==> src/rtl/serial_sub_ctrl.sv <==
// serial_sub_ctrl
//   Bit-serial WIDTH-bit subtract sequencer built around one external 1-bit
//   full subtractor. Operands are latched on an accepted start, walked
//   LSB-first through the cell one bit per clock with the borrow fed back,
//   and the difference plus final borrow are collected and held.
//
//   Ports
//     clk, rst_n         clock (rising edge), asynchronous active-low reset
//     start              request, sampled only while idle
//     a, b, bin          minuend, subtrahend, initial borrow (captured on start)
//     busy               high while an operation is in progress (RUN or DONE)
//     done               one-cycle pulse, diff/bout valid
//     diff, bout         result a - b - bin (mod 2^WIDTH) and final borrow
//     fs_a, fs_b, fs_bin operand/borrow bits to the full subtractor
//     fs_d, fs_bout      difference/borrow bits back from the full subtractor
module serial_sub_ctrl #(
    parameter int unsigned WIDTH = 8
) (
    input  logic             clk,
    input  logic             rst_n,
    input  logic             start,
    input  logic [WIDTH-1:0] a,
    input  logic [WIDTH-1:0] b,
    input  logic             bin,
    output logic             busy,
    output logic             done,
    output logic [WIDTH-1:0] diff,
    output logic             bout,
    output logic             fs_a,
    output logic             fs_b,
    output logic             fs_bin,
    input  logic             fs_d,
    input  logic             fs_bout
);

    localparam int unsigned CNT_W = (WIDTH > 1) ? $clog2(WIDTH) : 1;

    typedef enum logic [1:0] {
        ST_IDLE = 2'd0,
        ST_RUN  = 2'd1,
        ST_DONE = 2'd2
    } state_t;

    state_t             r_state;
    logic [WIDTH-1:0]   r_sr_a;
    logic [WIDTH-1:0]   r_sr_b;
    logic               r_brw;
    logic [CNT_W-1:0]   r_cnt;
    logic [WIDTH-1:0]   r_diff;
    logic               r_bout;
    logic               r_busy;
    logic               r_done;
    logic               w_last_bit;

    assign w_last_bit = (r_cnt == CNT_W'(WIDTH - 1));

    // Sequencer: state, operand shifters, borrow feedback and result capture.
    always_ff @(posedge clk or negedge rst_n) begin
        if (!rst_n) begin
            r_state <= ST_IDLE;
            r_sr_a  <= '0;
            r_sr_b  <= '0;
            r_brw   <= 1'b0;
            r_cnt   <= '0;
            r_diff  <= '0;
            r_bout  <= 1'b0;
            r_busy  <= 1'b0;
            r_done  <= 1'b0;
        end else begin
            case (r_state)
                ST_IDLE: begin
                    if (start) begin
                        r_sr_a  <= a;
                        r_sr_b  <= b;
                        r_brw   <= bin;
                        r_cnt   <= '0;
                        r_diff  <= '0;
                        r_busy  <= 1'b1;
                        r_state <= ST_RUN;
                    end
                end
                ST_RUN: begin
                    r_diff <= {fs_d, r_diff[WIDTH-1:1]};
                    // Zero fill: after WIDTH shifts the shifters are all-zero,
                    // so fs_a/fs_b read 0 outside RUN without extra gating.
                    r_sr_a <= r_sr_a >> 1;
                    r_sr_b <= r_sr_b >> 1;
                    r_cnt  <= r_cnt + CNT_W'(1);
                    if (w_last_bit) begin
                        r_bout  <= fs_bout;
                        r_brw   <= 1'b0;
                        r_done  <= 1'b1;
                        r_state <= ST_DONE;
                    end else begin
                        r_brw <= fs_bout;
                    end
                end
                ST_DONE: begin
                    r_done  <= 1'b0;
                    r_busy  <= 1'b0;
                    r_state <= ST_IDLE;
                end
                default: begin
                    r_state <= ST_IDLE;
                end
            endcase
        end
    end

    // Cell inputs come straight from register bits: no combinational loop
    // through the external subtractor.
    assign fs_a   = r_sr_a[0];
    assign fs_b   = r_sr_b[0];
    assign fs_bin = r_brw;

    assign busy = r_busy;
    assign done = r_done;
    assign diff = r_diff;
    assign bout = r_bout;

endmodule
==> config.mk <==
export PLATFORM = sky130hd
export DESIGN_NAME = serial_sub_ctrl
export DESIGN_NICKNAME = d
export VERILOG_FILES = /design/src/rtl/serial_sub_ctrl.sv
export SDC_FILE = /design/constraint.sdc
export NUM_CORES = 1
export LEC_CHECK = 0
export BUFFER_PORTS_ARGS = -buffer_cell sky130_fd_sc_hd__buf_2
export CAP_MARGIN = 20
export CORE_MARGIN = 2
export CORE_UTILIZATION = 40
export CTS_BUF_LIST = sky130_fd_sc_hd__clkbuf_8
export DETAILED_ROUTE_END_ITERATION = 12
export GPL_TIMING_DRIVEN = 0
export PLACE_DENSITY = 0.66
export REMOVE_ABC_BUFFERS = 1
export SYNTH_ARGS = -nofsm -noshare
export SYNTH_HDL_FRONTEND = slang
export SYNTH_SLANG_ARGS = --single-unit
==> constraint.sdc <==
create_clock -name clk -period 3.9 [get_ports clk]
set_input_delay 0.39 -clock clk [delete_from_list [all_inputs] [get_ports clk]]
set_output_delay 0.39 -clock clk [all_outputs]
set_load 0.1 [all_outputs]
**After elaboration in Yosys (flattened, before gate mapping)**

Index checks and enable logic that the tools add are counted.

- $add $sub $neg: 1
- Magnitude comparators: 0
- Divide/modulo/power cells: 0
- Equal/unequal tests: 5
- Shift operators: 0
- Multiplexer cells: 18
- $mul: 0
- Reduce and logical (&&, ||, !) cells: 9
- Bitwise operators: 0

Operator list:

| operator | count |
|---|---|
| one-hot mux 8 bit (2 select lines) | 3 |
| 2-to-1 mux 8 bit | 3 |
| AND reduction 2 bit | 5 |
| one-hot mux 1 bit (2 select lines) | 3 |
| one-hot mux 3 bit (2 select lines) | 1 |
| nonzero test 2 bit | 3 |
| 2-to-1 mux 1 bit | 4 |
| 2-to-1 mux 2 bit | 2 |
| inequality test 2 bit (second input constant) | 2 |
| one-hot mux 2 bit (2 select lines) | 1 |
| adder 3 x 1 -> 3 bit (second input constant) | 1 |
| == test 3 bit (second input constant) | 1 |
| 2-to-1 mux 3 bit | 1 |
| == test 2 x 1 -> 1 bit (second input constant) | 1 |
| == test 2 bit (second input constant) | 1 |
| logical NOT 2 bit | 1 |

- RAM bits: 0
- Memories kept: 0
- Input bits: 22
- Word-level logic and storage cells: 42
- Register bits after elaboration: 33
- Bits in latches: 0
- Output and inout bits: 14
- Memory bits (read-only): 0

**Longest topological paths before layout**

- Word-level depth: 3
- Depth in mapped cells: 6
- Depth with buffers taken out: 4

**Worst setup path after synthesis**

OpenSTA, ideal clock, no wires.

- Kind: register to register
- Start: register r_cnt[0]
- End: register r_bout (netlist: bout)
- Arrival time: 1,182 ps
- Cell stages (with the launch flop): 5
- Setup time: 126 ps
- Required time: 3,774 ps
- Path slack: 2,592 ps
- Period minus slack after synthesis: 1,308 ps
- Path buffers: 0
- Cell sequence: dfrtp_1 > ha_1 > ha_1 > and2_4 > mux2_4

- Longest elaborated chain between the ends: 2

Ends and longest elaborated chain:

| element | line | source |
|---|---|---|
| start: declaration | 48 | `logic [CNT_W-1:0] r_cnt;` |
| start signal: assignment | 88 | `r_cnt <= r_cnt + CNT_W'(1);` |
| == test 3 bit | 55 | `assign w_last_bit = (r_cnt == CNT_W'(WIDTH - 1));` |
| AND reduction 2 bit (no source line) | - |  |
| end signal: assignment | 90 | `r_bout <= fs_bout;` |
| end: declaration | 50 | `logic r_bout;` |

No other way between the ends.
A chain may end at the register's enable or synchronous reset.

**Worst setup path after layout**

- Start: register r_state[1]
- End: register r_brw (netlist: fs_bin)

- Longest elaborated chain between the ends: 3
- Elaborated cells on any way between the ends: 6
- Classes of those cells: eq/ne: 2; mux: 1; reduce/logical: 3

Ends and longest elaborated chain:

| element | line | source |
|---|---|---|
| start: declaration | 44 | `state_t r_state;` |
| start signal: assignment | 60 | `r_state <= ST_IDLE;` |
| start signal: assignment | 79 | `r_state <= ST_RUN;` |
| start signal: assignment | 93 | `r_state <= ST_DONE;` |
| == test 2 x 1 -> 1 bit / logical NOT 2 bit (equally long branches) | 70 | `case (r_state)` |
| nonzero test 2 bit (no source line) / inequality test 2 bit (equally long branches) | - |  |
| AND reduction 2 bit (no source line) | - |  |
| end signal: assignment | 75 | `r_brw <= bin;` |
| end signal: assignment | 95 | `r_brw <= fs_bout;` |
| end: declaration | 47 | `logic r_brw;` |

Several ways; a longest one is shown, not always the timed one.

==> flow_summary.ini <==
[clock_network]
cts.sinks = 33
ctsResizeCount = 0
insertion_delay_ns = 0.28
cts_hold_buf = 0
cts_setup_buffers = 0
cts_tree = built
clock_path_buffers = 2
cts_buffers = 5
cts.clk_slew.worst_paths_ns = 0.06
root_buffer = clkbuf_8
h-tree-depth = 2

[place]
place_congestion = 0.686
placed_cell_area_sq_um = 1610
hpwlAfterDp_mm = 1.88
port_buffers = 35

[drt]
vias = 1117
ant_nets = 0
drcViolationCount = 0
drt_pass1_iterations = 3
drtIter0Drc = 34
wl_per_cell_um = 12.2
totalWireLength_mm = 2.73
viasPerCell = 4.99

[synth]
syn_inst = 144
seq_area_frac_synth_pct = 58.3
syn_area_per_cell_sq_um = 9.84
synthesis.area_sq_um = 1420
yosysWarnings = 0
ys_types = 19
synth_seq_cells = 33

[timing]
tightest_slew_ns = 1.02
setup_violations = 0
max-slew-margin-rel_pct = 31.7
drv_slew = 0
tns_ns = 0
clock.fmax_ghz = 0.594
hold_ws_ns = 0.156
skew_ns = 0.00349
rsz0062_at_grt = false
period_needed_ns = 1.68
hold_viol = 0
period_share_pct = 43.2

[grt]
grt_pass1_vias = 1043
grt_max_degree = 34
overflow = 0
antenna_found_initial = 0
grt_pass1_wl_mm = 4.72
track_usage_pct = 15.3

[cells_and_area]
final_nets = 201
area_growth_pct = 19.6
final_util_pct = 50.4
antenna_cells = 0
stdcell_area_sq_um = 1690
drive_above_1_share_pct = 26.4

[floorplanning]
dieWidth_um = 63.5
die_y_um = 63.5
die_area_sq_um = 4030
num_rows = 21
start_util_pct = 42.1
pin_count = 36
core_area_sq_um = 3360

[worst_setup_path]
reg2regPathDepth = 3
cp-end-kind = register
r2r_start = r_state[1]
startpoint_type = register
r2r_end = fs_bin
cp.arrival_ns = 1.90
rrSetupSlack_ns = 2.22
required_ns = 4.11
critical_path_class = register to register
critPathMaxFanout = 15

[min_path]
hold_class = primary input to asynchronous set/reset pin

[outcome]
status = finished clean

[run]
drv_cap = 0
[per-stage QoR]
stage / cells / worst slack (ns)
after floorplan: 134 / 1.83
after detailed placement: 216 / 2.10
after global routing: 224 / 2.07
after CTS: 224 / 2.22
after global placement: 215 / 1.34
final: 224 / 2.22
[logic make-up (layout without fill, tap and decap cells)]
kind of cell	after synthesis	count (layout)	synth area share, %
flops	33	33	58.3
fa+ha+maj	2	2	1.77
compound gates	34	34	16.3
simple gates	63	63	18.4
buf+inv	11	45	4.15
mux	1	1	1.06
[cell type report]
class | instances | area (sq um)
clock buffer | 5 | 68.8
clock inverter | 3 | 13.8
fill | 343 | 1670
inverter | 1 | 3.75
multi-input combinational | 100 | 534
sequential | 33 | 826
tap | 46 | 57.6
timing repair buffer | 36 | 190
[worst max path at each step]
stage | startpoint | end | slack, ns | cells past startpoint
3_3_place_gp | r_state[0] | bout | 1.34 | 3
4_1_cts | r_state[1] | fs_bin | 2.22 | 3
5_1_grt | r_state[0] | r_cnt[0] | 2.07 | 3
3_5_place_dp | start | diff[6] | 2.10 | 3
2_1_floorplan | r_state[0] | bout | 1.83 | 3
6_report | r_state[1] | fs_bin | 2.22 | 3
[flip-flops by register name, summed over array words and instances, names as in the netlist]
name and count:
diff 8, r_sr_a 8, r_sr_b 8, r_cnt 3
r_state 2, bout 1, busy 1, done 1
fs_bin 1
[layout by cell type (no fill, tap or decap), types with 2 or more instances in the layout]
cell      instances
a32oi_1          15
inv_1             2
a21oi_1           3
clkinv_2          2
clkbuf_8          5
o21bai_1          2
dfrtp_1          33
ha_1              2
nand2_1          55
nor2_1            2
o21ai_0          14
buf_2            35
[synth_stat cells, drive strengths merged]
master  number  share of area [%]
nand2       55                 15
dfrtp       33                 58
a32oi       15                9.3
o21ai       14                4.9
buf         10                3.9
a21oi        3                1.1
ha           2                1.8
nor2         2               0.53
o21bai       2                1.1
and2         1               0.62
inv          1               0.26
mux2         1                1.1
nand2b       1               0.44
nand3        1               0.35
nand3b       1               0.53
nor2b        1               0.44
nor3b        1               0.88
[worst max-delay path, cell delays in order, from the launching register on]
cell,delay [ns]
dfrtp_1,0.46
nor2_1,0.81
a32oi_1,0.21
nand3_1,0.13
[layer usage]
| layer | vias up | wire (um) | track usage (%) |
|---|---|---|---|
| li1 | 559 | - | - |
| met1 | 522 | 1220 | 18.5 |
| met2 | 29 | 1280 | 24.1 |
| met3 | 7 | 181 | 6.25 |
| met4 | 0 | 48 | 6.52 |
| met5 | - | 0 | 0 |
Power is left out: the tool's default activity adds up to more than one toggle a clock period on the data nets, which glitch-free logic cannot reach.
